### config.mk
export PLATFORM = sky130hd
export DESIGN_NAME = bin_bcd_seq_flat
export DESIGN_NICKNAME = d
export VERILOG_FILES = /design/src/rtl/bin_bcd_seq_if.sv /design/src/rtl/bin_bcd_seq.sv /design/src/flat_wrapper.sv
export SDC_FILE = /design/constraint.sdc
export NUM_CORES = 1
export LEC_CHECK = 0
export ABC_AREA = 0
export ABC_CLOCK_PERIOD_IN_PS = 4400
export CORE_AREA = 2 2 69 71
export CTS_CLUSTER_DIAMETER = 50
export DETAILED_ROUTE_END_ITERATION = 12
export DIE_AREA = 0 0 71 73
export MAX_ROUTING_LAYER = met4
export PLACE_DENSITY = 0.78
export SYNTH_ARGS = -nofsm -noshare
export SYNTH_HDL_FRONTEND = slang
export SYNTH_SLANG_ARGS = --single-unit
### constraint.sdc
create_clock -name CLOCK_50 -period 4.4 [get_ports CLOCK_50]
set_input_delay 0.66 -clock CLOCK_50 [delete_from_list [all_inputs] [get_ports CLOCK_50]]
set_output_delay 0.66 -clock CLOCK_50 [all_outputs]
set_load 0.02 [all_outputs]
### src/rtl/bin_bcd_seq_if.sv
// Handshake and digit bundle between the arithmetic stage and the
// binary-to-BCD converter. master drives start/wejscie/minus, slave returns
// busy/done/ovf and the four BCD digits cyfra1 (units) .. cyfra4 (thousands).
interface bin_bcd_seq_if #(
    parameter int WIDTH = 10
);
    logic             start;
    logic [WIDTH-1:0] wejscie;
    logic             minus;
    logic             busy;
    logic             done;
    logic             ovf;
    logic [3:0]       cyfra1;
    logic [3:0]       cyfra2;
    logic [3:0]       cyfra3;
    logic [3:0]       cyfra4;

    modport master (
        output start, wejscie, minus,
        input  busy, done, ovf,
        input  cyfra1, cyfra2, cyfra3, cyfra4
    );

    modport slave (
        input  start, wejscie, minus,
        output busy, done, ovf,
        output cyfra1, cyfra2, cyfra3, cyfra4
    );
endinterface

### src/rtl/bin_bcd_seq.sv
// Sequential shift-and-add-3 binary-to-BCD converter feeding the 7-seg decoders.
// Ports: CLOCK_50, RESET (async, active-high), bus (slave: start/wejscie/minus in;
// busy/done/ovf/cyfra1..cyfra4 out). Digits hold until the next conversion ends.
module bin_bcd_seq #(
    parameter int WIDTH  = 10,
    parameter int DIGITS = 4
) (
    input  logic         CLOCK_50,
    input  logic         RESET,
    bin_bcd_seq_if.slave bus
);
    localparam int AW = DIGITS * 4;
    localparam int CW = $clog2(WIDTH);
    localparam logic [CW-1:0] LAST = CW'(WIDTH - 1);

    typedef enum logic [1:0] {
        IDLE,
        SHIFT,
        DONE
    } state_t;

    state_t           state;
    state_t           state_n;
    logic [WIDTH-1:0] sr;
    logic [AW-1:0]    acc;
    logic [AW-1:0]    adj;
    logic [CW-1:0]    cnt;
    logic             neg;

    // Correct every nibble in parallel before the shift, so a digit >= 5
    // carries into the next nibble instead of becoming a non-BCD code.
    always_comb begin
        adj = acc;
        for (int i = 0; i < DIGITS; i++) begin
            if (acc[4*i +: 4] >= 4'd5)
                adj[4*i +: 4] = acc[4*i +: 4] + 4'd3;
        end
    end

    always_ff @(posedge CLOCK_50 or posedge RESET) begin
        if (RESET)
            state <= IDLE;
        else
            state <= state_n;
    end

    always_comb begin
        state_n = state;
        unique case (state)
            IDLE:    if (bus.start) state_n = SHIFT;
            SHIFT:   if (cnt == LAST) state_n = DONE;
            DONE:    state_n = IDLE;
            default: state_n = IDLE;
        endcase
    end

    always_ff @(posedge CLOCK_50 or posedge RESET) begin
        if (RESET) begin
            sr         <= '0;
            acc        <= '0;
            cnt        <= '0;
            neg        <= 1'b0;
            bus.busy   <= 1'b0;
            bus.done   <= 1'b0;
            bus.ovf    <= 1'b0;
            bus.cyfra1 <= 4'd0;
            bus.cyfra2 <= 4'd0;
            bus.cyfra3 <= 4'd0;
            bus.cyfra4 <= 4'd0;
        end else begin
            // Registered from the next state so busy covers SHIFT..DONE exactly.
            bus.busy <= (state_n != IDLE);
            bus.done <= (state == DONE);
            unique case (state)
                IDLE: begin
                    if (bus.start) begin
                        sr  <= bus.wejscie;
                        neg <= bus.minus;
                        acc <= '0;
                        cnt <= '0;
                    end
                end
                SHIFT: begin
                    {acc, sr} <= {adj, sr} << 1;
                    cnt       <= cnt + CW'(1);
                end
                DONE: begin
                    bus.cyfra1 <= acc[3:0];
                    bus.cyfra2 <= acc[7:4];
                    bus.cyfra3 <= acc[11:8];
                    bus.cyfra4 <= neg ? 4'd10 : acc[15:12];
                    bus.ovf    <= neg & (acc[15:12] != 4'd0);
                end
                default: ;
            endcase
        end
    end
endmodule

### src/flat_wrapper.sv
// flat-port wrapper written by rule: the top's interface ports become plain ports
module bin_bcd_seq_flat 
#(
    parameter int WIDTH  = 10,
    parameter int DIGITS = 4
)
  (CLOCK_50, RESET, bus_start, bus_wejscie, bus_minus, bus_busy, bus_done, bus_ovf, bus_cyfra1, bus_cyfra2, bus_cyfra3, bus_cyfra4);
  bin_bcd_seq_if #(.WIDTH(WIDTH)) bus_i ();
  input  logic CLOCK_50;
  input  logic RESET;
  input wire logic [$bits(bus_i.start)-1:0] bus_start;
  input wire logic [$bits(bus_i.wejscie)-1:0] bus_wejscie;
  input wire logic [$bits(bus_i.minus)-1:0] bus_minus;
  output wire logic [$bits(bus_i.busy)-1:0] bus_busy;
  output wire logic [$bits(bus_i.done)-1:0] bus_done;
  output wire logic [$bits(bus_i.ovf)-1:0] bus_ovf;
  output wire logic [$bits(bus_i.cyfra1)-1:0] bus_cyfra1;
  output wire logic [$bits(bus_i.cyfra2)-1:0] bus_cyfra2;
  output wire logic [$bits(bus_i.cyfra3)-1:0] bus_cyfra3;
  output wire logic [$bits(bus_i.cyfra4)-1:0] bus_cyfra4;
  assign bus_i.start = bus_start;
  assign bus_i.wejscie = bus_wejscie;
  assign bus_i.minus = bus_minus;
  assign bus_busy = bus_i.busy;
  assign bus_done = bus_i.done;
  assign bus_ovf = bus_i.ovf;
  assign bus_cyfra1 = bus_i.cyfra1;
  assign bus_cyfra2 = bus_i.cyfra2;
  assign bus_cyfra3 = bus_i.cyfra3;
  assign bus_cyfra4 = bus_i.cyfra4;
  bin_bcd_seq #(.WIDTH(WIDTH), .DIGITS(DIGITS)) u_core (.CLOCK_50(CLOCK_50), .RESET(RESET), .bus(bus_i));
endmodule
* After elaboration in Yosys (flattened, before gate mapping)
Cells that the tools add are included.
Cells by class: $lt $le $gt $ge 4, $add $sub $neg 5, reductions and logical operators 6, eq/ne operators 4, bitwise operators 1, muxes and demuxes 14
Operator list (number):
- 16-bit one-hot mux with 2 select lines | 1
- 4-bit two-way mux | 5
- 10-bit one-hot mux with 2 select lines | 1
- 4-bit by 3-bit greater-or-equal comparator with 1-bit output (second input constant) | 4
- 16-bit two-way mux | 1
- 4-bit by 2-bit adder with 4-bit output (second input constant) | 3
- 10-bit two-way mux | 1
- 4-bit one-hot mux with 2 select lines | 1
- 4-bit by 1-bit adder with 4-bit output (second input constant) | 1
- 4-bit == test (second input constant) | 1
- 2-bit two-way mux | 2
- 2-bit one-hot mux with 2 select lines | 1
- 2-bit AND reduction | 2
- 2-bit nonzero test | 2
- 4-bit nonzero test | 1
- 3-bit by 2-bit adder with 3-bit output (second input constant) | 1
- 3-bit two-way mux | 1
- 2-bit by 1-bit == test with 1-bit output (second input constant) | 1
- 2-bit == test (second input constant) | 1
- 2-bit logical NOT | 1
- 2-bit inequality test (second input constant) | 1
- 1-bit AND | 1
Word-level totals: output and inout bits 19, bits in registers 52, bits of input ports 14

* Longest topological paths before layout
Gate-level depths: netlist of run 1.
word-level depth 4, mapped depth 6, gate-level depth less buffers 6

* Worst setup path after synthesis of run 1
Ideal clock, no wire load.
path type in2reg, start point input port bus_start, end point register u_core.neg, arrival 1.430 ns, path buffers 1, cell stages on the path 4, path slack 2.842 ns, cell sequence nor2b_1 -> buf_2 -> nor2b_1 -> mux2_1
Between the ends: cells in the longest elaborated chain, start to end 1
RTL lines:
- start, declared | line flat_wrapper.sv:11 | input wire logic [$bits(bus_i.start)-1:0] bus_start;
- 2-bit AND reduction (no source line)
- end signal, assigned | line bin_bcd_seq.sv:78 | neg <= bus.minus;
- end, declared | line bin_bcd_seq.sv:28 | logic neg;
No other way between the ends. A chain may end at the register's enable or synchronous reset.

* Final worst setup path of run 1
start point input port bus_start, end point register u_core.acc[11]
Between the ends: cells in the longest elaborated chain, start to end 2
RTL lines:
- 2-bit inequality test (no source line)
- 2-bit AND reduction (no source line)
- end signal, assigned | line bin_bcd_seq.sv:84 | {acc, sr} <= {adj, sr} << 1;
- end, declared | line bin_bcd_seq.sv:25 | logic [AW-1:0] acc;
No other way between the ends.

==> results by group, run 1 <==
Floorplanning
  • Full die area: 5180 um^2
  • DIE HEIGHT: 73 um
  • Number of placement rows: 25
  • Core area: 4540 um^2
  • I/O Pins: 33
  • Initial Utilization: 0.521
  • Horiz. Die Dim: 71 um

Setup path
  • Slowest stage cell on the critical path: sky130_fd_sc_hd__or2_1
  • Required @ worst endpoint: 4640 ps
  • Critical path data arrival time: 2360 ps
  • Family of cells with the greatest summed delay on the critical path: buffers and inverters
  • Critical path type: primary input to flop
  • Kind of capture point of the worst setup path: flop
  • Highest fanout seen on the critical path: 18
  • Reg2reg setup slack: 2380 ps
  • Count of buffering cells on the critical path with inverters included: 2
  • Worst Setup Start Kind: primary input
  • CP max stage delay: 510 ps
  • Cell-by-cell listing of the critical path: clkdlybuf4s50_1, nor2_1, or2_1, clkinv_2, o31ai_1, a32o_1

Global routing
  • First-pass GRT wire length: 7070 um
  • Largest net degree at the start of global routing: 53
  • Vias in the first global route: 1564
  • Number of antenna violations at the first check in global routing: 0
  • GRT overflow: 0
  • GRT Total Usage: 0.181

Power and ir drop
  • Part of the power in the clock network: 0.157
  • Largest vdd supply drop: 345 uV
  • Combinational fraction of design power: 0.390
  • Share of total power consumed by net switching: 0.368
  • Leakage power figure: 1.22 nW
  • Switching pwr: 0.644 mW
  • Areal power density over the cells: 629 nW/um^2
  • Internal power: 1.11 mW
  • Share of total power in sequential cells: 0.453

CTS
  • H-Tree Depth: 2
  • Clk buf depth: 2
  • Worst skew pair latency: 300 ps
  • Cell at the root of the clock tree: sky130_fd_sc_hd__clkbuf_8
  • # hold bufs at CTS: 0
  • Number of sinks driven by the clock tree: 52
  • Num CTS Buffers: 5
  • Clock tree from TritonCTS: built
  • Buffer count from post-CTS setup fixing: 0
  • Reg clk slew, reported paths: 90 ps
  • Total of cells resized after clock tree synthesis: 0

Synthesis
  • Register area share after synthesis: 0.551
  • Mean area per synthesized cell: 11.2 um^2
  • Count of distinct cell types in the synthesized netlist: 34
  • Post-synth top flop: sky130_fd_sc_hd__dfrtp_1
  • Instance count of the mapped netlist: 211
  • Post-synthesis net count: 235
  • Post-synth EDFFs: 0
  • Number of warnings reported in the yosys synthesis log: 0
  • Synthesized cell area: 2360 um^2
  • Post-synthesis register bit count: 52
  • Top post-synthesis cells by area: sky130_fd_sc_hd__dfrtp_1, sky130_fd_sc_hd__mux2_2, sky130_fd_sc_hd__ha_1
  • Cell type contributing the most total cell area after synthesis: sky130_fd_sc_hd__dfrtp_1
  • Asr flop ratio synth: 1.00
  • Synth top area share: 0.551

Routing
  • Detailed Route Iter0 Violations: 104
  • Vias: 1637
  • Number of nets still failing antenna checks after routing: 0
  • DRC Markers: 0
  • Routed wirelength normalized by instance count: 14.0 um
  • Total length of routed wires: 4120 um
  • Count of TritonRoute iterations in the first routing pass: 4
  • Via count normalized by instance count: 5.57

Final layout
  • Ant. Diodes: 0
  • Most common cell after layout, fill and taps aside: sky130_fd_sc_hd__dfrtp_1
  • Top library cells by usage in the layout, fill and taps aside: sky130_fd_sc_hd__dfrtp_1, sky130_fd_sc_hd__clkdlybuf4s50_1, sky130_fd_sc_hd__o21ai_0
  • Fraction of final layout cells with drive strength greater than 1: 0.0875
  • Net count of the finished layout: 263
  • Area growth from synthesis to layout: 17.9%

Timing
  • Remaining max-slew budget at the tightest pin: 0.297
  • Setup tns final: 0 ps
  • Setup repair after global routing missed its margin: false
  • Worst clock skew on the final layout: 3.21 ps
  • Fraction of the cycle the final worst path needs: 0.482
  • F_max: 0.471 GHz
  • Final Max Slew Viols: 0
  • Finish-stage setup viols: 0
  • Hold Violations, Final: 0
  • Worst hold margin: 498 ps
  • Post-layout min period: 2120 ps
  • Tightest Pin Transition: 1050 ps

Placement
  • Number of buffer cells added on primary ports: 32
  • Sum of net half-perimeters after detailed placement: 2720 um
  • Gp weighted congestion: 0.830

Job
  • Max Cap Viol: 0

Min path
  • Worst min-delay path category: flop to flop

Status
  • Run status: complete, no violations
## sequential cells by signal (all words and copies together) (netlist names)
name               flops
u_core.bus.cyfra1      4
u_core.bus.cyfra4      4
u_core.cnt             4
u_core.sr             10
u_core.bus.busy        1
u_core.bus.done        1
u_core.acc            16
u_core.bus.cyfra2      4
u_core.bus.cyfra3      4
u_core.bus.ovf         1
u_core.state           2
u_core.neg             1
## worst register-to-register path, cell delays in order, from the launching register on
cell and delay, ps:
sky130_fd_sc_hd__dfrtp_1 580, sky130_fd_sc_hd__nor2_1 180, sky130_fd_sc_hd__or2_1 510, sky130_fd_sc_hd__clkinv_2 380, sky130_fd_sc_hd__o31ai_1 150, sky130_fd_sc_hd__a32o_1 170
## per-layer routing
metal / wire, um / vias up / GRT usage / share of wire
met5: 0 / - / - / 0
met4: 77 / 0 / 0.0797 / 0.019
met3: 116 / 6 / 0.0456 / 0.028
met2: 1990 / 28 / 0.285 / 0.48
met1: 1930 / 802 / 0.223 / 0.47
li1: - / 801 / - / -
## cells by family after synthesis
group / count (synthesis) / share of synthesized area
AO/OA/AOI/OAI: 57 / 0.162
XOR/XNOR: 6 / 0.0223
adder cells (fa/ha/maj): 10 / 0.0530
buffers and inverters: 26 / 0.0493
flip-flops: 52 / 0.551
multiplexers: 14 / 0.0662
AND/OR/NAND/NOR: 46 / 0.0965
## metrics by stage
step                      instances  setup slack, ps   util  total power [mW]  area, um^2
after detailed placement        286             1950  0.594              1.49        2690
final                           294             2280  0.614              1.75        2780
after global placement          286             2000  0.594              1.46        2690
after CTS                       294             2270  0.614              1.77        2780
after floorplan                 211             2480      -              1.28        2360
after global routing            294             2070  0.614              1.88        2780
## power by group through the flow
stage	clock network, mW	logic, mW	registers (mW)
global route	0.298	0.766	0.820
global placement	0	0.667	0.796
CTS	0.284	0.693	0.794
floorplan	0	0.465	0.814
detailed placement	0	0.688	0.802
finish	0.275	0.683	0.792
## cell usage after synthesis (2+ instances only)
library cell	instances
sky130_fd_sc_hd__dfrtp_1	52
sky130_fd_sc_hd__o21ai_0	17
sky130_fd_sc_hd__nand2_1	16
sky130_fd_sc_hd__inv_1	13
sky130_fd_sc_hd__mux2_2	12
sky130_fd_sc_hd__ha_1	10
sky130_fd_sc_hd__a22oi_1	9
sky130_fd_sc_hd__a21oi_1	7
sky130_fd_sc_hd__nor2_1	7
sky130_fd_sc_hd__nand2b_1	6
sky130_fd_sc_hd__nand3_1	6
sky130_fd_sc_hd__o22ai_1	6
sky130_fd_sc_hd__buf_2	5
sky130_fd_sc_hd__a32o_1	4
sky130_fd_sc_hd__clkbuf_1	4
sky130_fd_sc_hd__nor2b_1	4
sky130_fd_sc_hd__o31ai_1	4
sky130_fd_sc_hd__xnor2_1	4
sky130_fd_sc_hd__a22o_1	3
sky130_fd_sc_hd__buf_4	3
sky130_fd_sc_hd__o311ai_0	3
sky130_fd_sc_hd__nand3b_1	2
sky130_fd_sc_hd__o32ai_1	2
sky130_fd_sc_hd__xor2_1	2
## worst paths after layout
| path | start | endpoint | cells after the start |
|---|---|---|---|
| worst max-delay path | bus_start | u_core.acc[11]$_DFFE_PP0P_ | 6 |
| worst min-delay path | u_core.sr[8]$_DFFE_PP0P_ | u_core.sr[8]$_DFFE_PP0P_ | 2 |
| worst max register to register | u_core.state[0]$_DFF_PP0_ | u_core.acc[11]$_DFFE_PP0P_ | 5 |
| worst min register to register | u_core.sr[8]$_DFFE_PP0P_ | u_core.sr[8]$_DFFE_PP0P_ | 2 |
| max in group asynchronous | RESET | u_core.acc[1]$_DFFE_PP0P_ | 2 |
| min in group asynchronous | RESET | u_core.bus.done$_DFF_PP0_ | 2 |
## layout make-up
| class | instances | area (um^2) |
|---|---|---|
| inverters | 14 | 53.8 |
| fillers | 372 | 1750 |
| well taps | 54 | 67.6 |
| clock buffers | 8 | 90.1 |
| flip-flops and latches | 52 | 1300 |
| repair buffers | 33 | 328 |
| multi-input cells | 133 | 943 |
No activity file was read; power rests on OpenSTA's default activity.
==> run 2: changes to the inputs <==
- ABC_CLOCK_PERIOD_IN_PS: 4400 -> 1800
- CORE_AREA: 2 2 69 71 -> 2 2 73 75
- DIE_AREA: 0 0 71 73 -> 0 0 75 77
- PLACE_DENSITY: 0.78 -> 0.74
- clock period: 4.4 -> 1.8 ns (I/O delays scaled with it)
==> results by group, run 2 (same netlist as run 1, synthesis figures left out) <==
Status
  • Run status: complete, no violations (unchanged)

CTS
  • Worst skew pair latency: 300 ps (about the same)
  • Reg clk slew, reported paths: 90 ps (about the same)
  • Clock tree from TritonCTS: built (unchanged)
  • Total of cells resized after clock tree synthesis: 0 (unchanged)
  • Number of sinks driven by the clock tree: 52 (unchanged)
  • H-Tree Depth: 2 (unchanged)
  • Num CTS Buffers: 5 (unchanged)
  • Buffer count from post-CTS setup fixing: 0 (unchanged)
  • Clk buf depth: 2 (unchanged)
  • # hold bufs at CTS: 0 (unchanged)
  • Cell at the root of the clock tree: sky130_fd_sc_hd__clkbuf_8 (unchanged)

Timing
  • F_max: 0.651 GHz
  • Setup tns final: 0 ps (unchanged)
  • Fraction of the cycle the final worst path needs: 0.853
  • Final Max Slew Viols: 0 (unchanged)
  • Finish-stage setup viols: 0 (unchanged)
  • Post-layout min period: 1540 ps
  • Setup repair after global routing missed its margin: false (unchanged)
  • Worst clock skew on the final layout: 6.92 ps (was 3.21 ps)
  • Remaining max-slew budget at the tightest pin: 0.533 (was 0.297)
  • Hold Violations, Final: 0 (unchanged)
  • Tightest Pin Transition: 699 ps (was 1050 ps)

Global routing
  • Largest net degree at the start of global routing: 24 (was 53)
  • First-pass GRT wire length: 7470 um (was 7070 um)
  • Vias in the first global route: 1631 (was 1564)
  • GRT Total Usage: 0.171 (was 0.181)
  • Number of antenna violations at the first check in global routing: 0 (unchanged)
  • GRT overflow: 0 (unchanged)

Final layout
  • Ant. Diodes: 0 (unchanged)
  • Area growth from synthesis to layout: 23.4% (was 17.9%)
  • Fraction of final layout cells with drive strength greater than 1: 0.124 (was 0.0875)
  • Number of flip-flops under the largest register name: 16 (unchanged)
  • Top flop regs: u_core.acc (16), u_core.sr (10) (unchanged)
  • Register ranked first by flip-flop count: u_core.acc (unchanged)
  • Final non-filler cell total: 319 (was 294)
  • Most common cell after layout, fill and taps aside: sky130_fd_sc_hd__dfrtp_1 (unchanged)
  • Net count of the finished layout: 272 (was 263)
  • Top library cells by usage in the layout, fill and taps aside: sky130_fd_sc_hd__dfrtp_1, sky130_fd_sc_hd__clkdlybuf4s50_1, sky130_fd_sc_hd__o21ai_0 (unchanged)

Routing
  • Number of nets still failing antenna checks after routing: 0 (unchanged)
  • DRC Markers: 0 (unchanged)
  • Detailed Route Iter0 Violations: 148 (was 104)
  • Vias: 1697 (was 1637)
  • Count of TritonRoute iterations in the first routing pass: 4 (unchanged)
  • Routed wirelength normalized by instance count: 13.1 um (was 14.0 um)
  • Via count normalized by instance count: 5.32 (was 5.57)
  • Total length of routed wires: 4180 um (was 4120 um)

Setup path
  • Critical Path End: u_core.acc[9]$_DFFE_PP0P_ (was u_core.acc[11]$_DFFE_PP0P_)
  • Capture instance of the worst register-to-register path: u_core.acc[9]$_DFFE_PP0P_ (was u_core.acc[11]$_DFFE_PP0P_)
  • R2R Path Start: u_core.acc[8]$_DFFE_PP0P_ (was u_core.state[0]$_DFF_PP0_)
  • Required @ worst endpoint: 1970 ps (was 4640 ps)
  • Critical path type: flop to flop (was primary input to flop)
  • Depth of the worst register-to-register path: 6 (was 5)
  • Worst Setup Start Kind: flop (was primary input)
  • Slowest stage cell on the critical path: sky130_fd_sc_hd__dfrtp_1 (was sky130_fd_sc_hd__or2_1)
  • Kind of capture point of the worst setup path: flop (unchanged)
  • WP depth: 6 (unchanged)
  • Count of buffering cells on the critical path with inverters included: 1 (was 2)
  • Launch point of the worst path: u_core.acc[8]$_DFFE_PP0P_ (was bus_start)
  • Critical path data arrival time: 1710 ps (was 2360 ps)
  • Cell-by-cell listing of the critical path: inv_1, ha_1, nand2b_1, a21oi_1, xnor2_1, o22ai_1 (was clkdlybuf4s50_1, nor2_1, or2_1, clkinv_2, o31ai_1, a32o_1)
  • CP max stage delay: 420 ps (was 510 ps)
  • Reg2reg setup slack: 260 ps (was 2380 ps)
  • Highest fanout seen on the critical path: 4 (was 18)
  • Family of cells with the greatest summed delay on the critical path: compound AO/OA/AOI/OAI gates (was buffers and inverters)

Placement
  • Placed cells: 311 (was 286)
  • Gp weighted congestion: 0.826 (was 0.830)
  • Number of buffer cells added on primary ports: 32 (unchanged)
  • Sum of net half-perimeters after detailed placement: 2920 um (was 2720 um)

Floorplanning
  • Core area: 4980 um^2 (was 4540 um^2)
  • I/O Pins: 33 (unchanged)
  • DIE HEIGHT: 77 um (was 73 um)
  • Number of placement rows: 26 (was 25)
  • Full die area: 5780 um^2 (was 5180 um^2)
  • Initial Utilization: 0.474 (was 0.521)
  • Horiz. Die Dim: 75 um (was 71 um)

Power and ir drop
  • Largest vdd supply drop: 878 uV (was 345 uV)
  • Leakage power figure: 1.29 nW (was 1.22 nW)
  • Areal power density over the cells: 1530 nW/um^2 (was 629 nW/um^2)

Job
  • Max Cap Viol: 0 (unchanged)

Min path
  • Worst min-delay path category: primary input to async pin (was flop to flop)
run 2: cell count changes in the layout (fill, tap and decap cells not counted), sizes merged:
cell | previous run | this run
clkinv | 1 | 2
clkbuf | 8 | 6
buf | 1 | 10
bufinv | 0 | 1
run 2: cell type report:
class                           count  area [um^2]
Sequential cell                    52         1300
Fill cell                         431         2060
Timing Repair Buffer               42          420
Clock buffer                        6         72.6
Inverter                           14         53.8
Tap cell                           70         87.6
Multi-Input combinational cell    133          943
Clock inverter                      2         35.0
run 2: how the worst min path moves through the flow:
stage / from / endpoint / slack [ps] / cells after the start
after global placement: u_core.sr[3]$_DFFE_PP0P_ / u_core.sr[3]$_DFFE_PP0P_ / 470 / 2
after CTS: RESET / u_core.bus.cyfra4[3]$_DFFE_PP0P_ / 290 / 2
after floorplan: bus_wejscie[0] / u_core.sr[0]$_DFFE_PP0P_ / 400 / 1
after detailed placement: u_core.sr[2]$_DFFE_PP0P_ / u_core.sr[2]$_DFFE_PP0P_ / 480 / 2
final: RESET / u_core.bus.done$_DFF_PP0_ / 270 / 2
after global routing: RESET / u_core.bus.done$_DFF_PP0_ / 300 / 2
run 2: per-layer routing:
layer	up-vias	global-route usage	part of all wire
li1	826	-	-
met1	835	0.231	0.48
met2	29	0.253	0.47
met3	7	0.0315	0.034
met4	0	0.0679	0.016
met5	-	-	0
run 2: power breakdown:
part | switching (mW) | internal, mW
combinational | 0.876 | 0.874
sequential | 0.348 | 1.57
clock | 0.371 | 0.413
run 2: through the flow:
| step | util | worst slack (ps) | power (mW) | hold WS [ps] | cell area, um^2 |
|---|---|---|---|---|---|
| after floorplan | - | 272 | 3.13 | 403 | 2360 |
| after global routing | 0.585 | 82.3 | 4.79 | 301 | 2910 |
| after global placement | 0.564 | 142 | 3.66 | 470 | 2810 |
| after detailed placement | 0.564 | 116 | 3.70 | 476 | 2810 |
| after CTS | 0.585 | 250 | 4.49 | 285 | 2910 |
| final | 0.585 | 265 | 4.46 | 269 | 2910 |
==> run 3: changes to the inputs <==
- ABC_AREA: 0 -> 1
- CORE_AREA: 2 2 73 75 -> 2 2 74 76
- DIE_AREA: 0 0 75 77 -> 0 0 76 78
- PLACE_DENSITY: 0.74 -> 0.73
==> results by group, run 3 <==
Status
  • Run status: complete, no violations (unchanged)

CTS
  • Worst skew pair latency: 310 ps (was 300 ps)
  • Num CTS Buffers: 5 (unchanged)
  • Clock tree from TritonCTS: built (unchanged)
  • Reg clk slew, reported paths: 100 ps (was 90 ps)
  • Cell at the root of the clock tree: sky130_fd_sc_hd__clkbuf_8 (unchanged)
  • # hold bufs at CTS: 0 (unchanged)
  • Number of sinks driven by the clock tree: 52 (unchanged)
  • Total of cells resized after clock tree synthesis: 0 (unchanged)
  • Clk buf depth: 2 (unchanged)
  • H-Tree Depth: 2 (unchanged)
  • Buffer count from post-CTS setup fixing: 0 (unchanged)

Timing
  • Setup repair after global routing missed its margin: false (unchanged)
  • Remaining max-slew budget at the tightest pin: 0.514 (was 0.533)
  • F_max: 0.646 GHz (was 0.651 GHz)
  • Setup tns final: 0 ps (unchanged)
  • Worst clock skew on the final layout: 13.0 ps (was 6.92 ps)
  • Post-layout min period: 1550 ps (was 1540 ps)
  • Finish-stage setup viols: 0 (unchanged)
  • Final Max Slew Viols: 0 (unchanged)
  • Tightest Pin Transition: 728 ps (was 699 ps)
  • Hold Violations, Final: 0 (unchanged)
  • Fraction of the cycle the final worst path needs: 0.860 (was 0.853)

Final layout
  • Fin util: 0.575 (was 0.585)
  • Top flop regs: u_core.acc (16), u_core.sr (10) (unchanged)
  • Top library cells by usage in the layout, fill and taps aside: sky130_fd_sc_hd__nand2_1, sky130_fd_sc_hd__dfrtp_1, sky130_fd_sc_hd__clkdlybuf4s50_1 (was sky130_fd_sc_hd__dfrtp_1, sky130_fd_sc_hd__clkdlybuf4s50_1, sky130_fd_sc_hd__o21ai_0)
  • Fraction of final layout cells with drive strength greater than 1: 0.0575 (was 0.124)
  • Most common cell after layout, fill and taps aside: sky130_fd_sc_hd__nand2_1 (was sky130_fd_sc_hd__dfrtp_1)
  • Post-route design area: 2900 um^2 (was 2910 um^2)
  • Ant. Diodes: 0 (unchanged)
  • Net count of the finished layout: 336 (was 272)
  • Register ranked first by flip-flop count: u_core.acc (unchanged)
  • Area growth from synthesis to layout: 20.4% (was 23.4%)
  • Number of flip-flops under the largest register name: 16 (unchanged)

Global routing
  • Number of antenna violations at the first check in global routing: 0 (unchanged)
  • GRT overflow: 0 (unchanged)
  • Largest net degree at the start of global routing: 53 (was 24)
  • First-pass GRT wire length: 7900 um (was 7470 um)
  • Vias in the first global route: 1819 (was 1631)
  • GRT Total Usage: 0.169 (was 0.171)

Power and ir drop
  • Areal power density over the cells: 1770 nW/um^2 (was 1530 nW/um^2)
  • Leakage power figure: 1.42 nW (was 1.29 nW)
  • Largest vdd supply drop: 782 uV (was 878 uV)

Floorplanning
  • DIE HEIGHT: 78 um (was 77 um)
  • Core area: 5040 um^2 (was 4980 um^2)
  • Initial Utilization: 0.478 (was 0.474)
  • I/O Pins: 33 (unchanged)
  • Horiz. Die Dim: 76 um (was 75 um)
  • Number of placement rows: 26 (unchanged)
  • Full die area: 5930 um^2 (was 5780 um^2)

Setup path
  • Critical Path End: bus_cyfra2[1] (was u_core.acc[9]$_DFFE_PP0P_)
  • Reg2reg setup slack: 310 ps (was 260 ps)
  • Launch point of the worst path: u_core.bus.cyfra2[1]$_DFFE_PP0P_ (was u_core.acc[8]$_DFFE_PP0P_)
  • Cell-by-cell listing of the critical path: clkdlybuf4s50_1 (was inv_1, ha_1, nand2b_1, a21oi_1, xnor2_1, o22ai_1)
  • Critical path data arrival time: 1280 ps (was 1710 ps)
  • Critical path type: flop to primary output (was flop to flop)
  • WP depth: 1 (was 6)
  • Family of cells with the greatest summed delay on the critical path: buffers and inverters (was compound AO/OA/AOI/OAI gates)
  • Worst Setup Start Kind: flop (unchanged)
  • Capture instance of the worst register-to-register path: u_core.acc[2]$_DFFE_PP0P_ (was u_core.acc[9]$_DFFE_PP0P_)
  • Slowest stage cell on the critical path: sky130_fd_sc_hd__clkdlybuf4s50_1 (was sky130_fd_sc_hd__dfrtp_1)
  • Depth of the worst register-to-register path: 8 (was 6)
  • Kind of capture point of the worst setup path: primary output (was flop)
  • Highest fanout seen on the critical path: 2 (was 4)
  • R2R Path Start: u_core.acc[0]$_DFFE_PP0P_ (was u_core.acc[8]$_DFFE_PP0P_)
  • Count of buffering cells on the critical path with inverters included: 1 (unchanged)
  • Required @ worst endpoint: 1530 ps (was 1970 ps)
  • CP max stage delay: 610 ps (was 420 ps)

Synthesis
  • Top-count cell post-synth: sky130_fd_sc_hd__nand2_1 (was sky130_fd_sc_hd__dfrtp_1)
  • Post-synthesis net count: 303 (was 235)
  • Post-synth top flop: sky130_fd_sc_hd__dfrtp_1 (unchanged)
  • Synth top area share: 0.540 (was 0.551)
  • Asr flop ratio synth: 1.00 (unchanged)
  • Cell type contributing the most total cell area after synthesis: sky130_fd_sc_hd__dfrtp_1 (unchanged)
  • Post-synthesis register bit count: 52 (unchanged)
  • Mean area per synthesized cell: 8.64 um^2 (was 11.2 um^2)
  • Number of warnings reported in the yosys synthesis log: 0 (unchanged)
  • Post-synth EDFFs: 0 (unchanged)
  • Synthesized cell area: 2410 um^2 (was 2360 um^2)
  • Top cells by instance count after synthesis: sky130_fd_sc_hd__nand2_1, sky130_fd_sc_hd__dfrtp_1, sky130_fd_sc_hd__o21ai_0 (was sky130_fd_sc_hd__dfrtp_1, sky130_fd_sc_hd__o21ai_0, sky130_fd_sc_hd__nand2_1)
  • Register area share after synthesis: 0.540 (was 0.551)
  • Count of distinct cell types in the synthesized netlist: 21 (was 34)
  • Top post-synthesis cells by area: sky130_fd_sc_hd__dfrtp_1, sky130_fd_sc_hd__nand2_1, sky130_fd_sc_hd__o21ai_0 (was sky130_fd_sc_hd__dfrtp_1, sky130_fd_sc_hd__mux2_2, sky130_fd_sc_hd__ha_1)
  • Instance count of the mapped netlist: 279 (was 211)

Routing
  • Count of TritonRoute iterations in the first routing pass: 4 (unchanged)
  • Vias: 1906 (was 1697)
  • Total length of routed wires: 4390 um (was 4180 um)
  • Number of nets still failing antenna checks after routing: 0 (unchanged)
  • DRC Markers: 0 (unchanged)
  • Routed wirelength normalized by instance count: 11.5 um (was 13.1 um)
  • Via count normalized by instance count: 4.98 (was 5.32)
  • Detailed Route Iter0 Violations: 129 (was 148)

Job
  • Max Cap Viol: 0 (unchanged)

Placement
  • Number of buffer cells added on primary ports: 32 (unchanged)
  • Placed standard-cell area: 2790 um^2 (was 2810 um^2)
  • Gp weighted congestion: 0.816 (was 0.826)
  • Sum of net half-perimeters after detailed placement: 3010 um (was 2920 um)

Min path
  • Worst min-delay path category: primary input to async pin (unchanged)
## run 3: changes by cell type after synthesis, sizes merged, moves of 6 or more
cell,delta
a22oi,-9
inv,+17
mux2,-13
nand2,+78
nand2b,-6
nand3,+22
o21ai,+12
## run 3: worst min-delay path by stage
| stage | start | to | slack, ps |
|---|---|---|---|
| final | RESET | u_core.bus.cyfra3[3]$_DFFE_PP0P_ | 310 |
| after global routing | RESET | u_core.neg$_DFFE_PP0P_ | 350 |
| after CTS | RESET | u_core.bus.cyfra3[3]$_DFFE_PP0P_ | 330 |
| after detailed placement | u_core.state[1]$_DFF_PP0_ | u_core.state[1]$_DFF_PP0_ | 440 |
| after global placement | u_core.state[1]$_DFF_PP0_ | u_core.state[1]$_DFF_PP0_ | 430 |
| after floorplan | bus_minus | u_core.neg$_DFFE_PP0P_ | 390 |
## run 3: per-layer routing
| metal | GRT usage | up-vias | share of wire |
|---|---|---|---|
| li1 | - | 966 | - |
| met1 | 0.207 | 891 | 0.49 |
| met2 | 0.280 | 42 | 0.46 |
| met3 | 0.0349 | 7 | 0.043 |
| met4 | 0.0618 | 0 | 0.014 |
| met5 | - | - | 0 |
## run 3: layout make-up
| cell class | instances | area [um^2] |
|---|---|---|
| clock buffers | 6 | 72.6 |
| clock inverters | 2 | 35.0 |
| fillers | 455 | 2140 |
| inverters | 30 | 113 |
| multi-input cells | 188 | 936 |
| flip-flops and latches | 52 | 1300 |
| well taps | 70 | 87.6 |
| repair buffers | 35 | 355 |
## run 3: stage by stage
stage	setup WS, ps	std cells	hold WS [ps]	total power [mW]
final	253	383	313	5.13
after detailed placement	349	375	444	4.40
after CTS	239	383	326	5.19
after floorplan	272	279	391	3.70
after global routing	138	383	350	5.60
after global placement	393	375	432	4.31
## run 3: logic make-up after synthesis
family,synth area share
AO/OA/AOI/OAI,0.0914
AND/OR/NAND/NOR,0.234
XOR/XNOR,0.0109
flip-flops,0.540
buffers and inverters,0.0717
adder cells (fa/ha/maj),0.0519
## run 3: report_power, final
group | switching, mW | internal, mW | leakage, nW
registers | 0.374 | 1.67 | 0.645
logic | 1.37 | 0.937 | 0.721
clock network | 0.366 | 0.413 | 0.0552
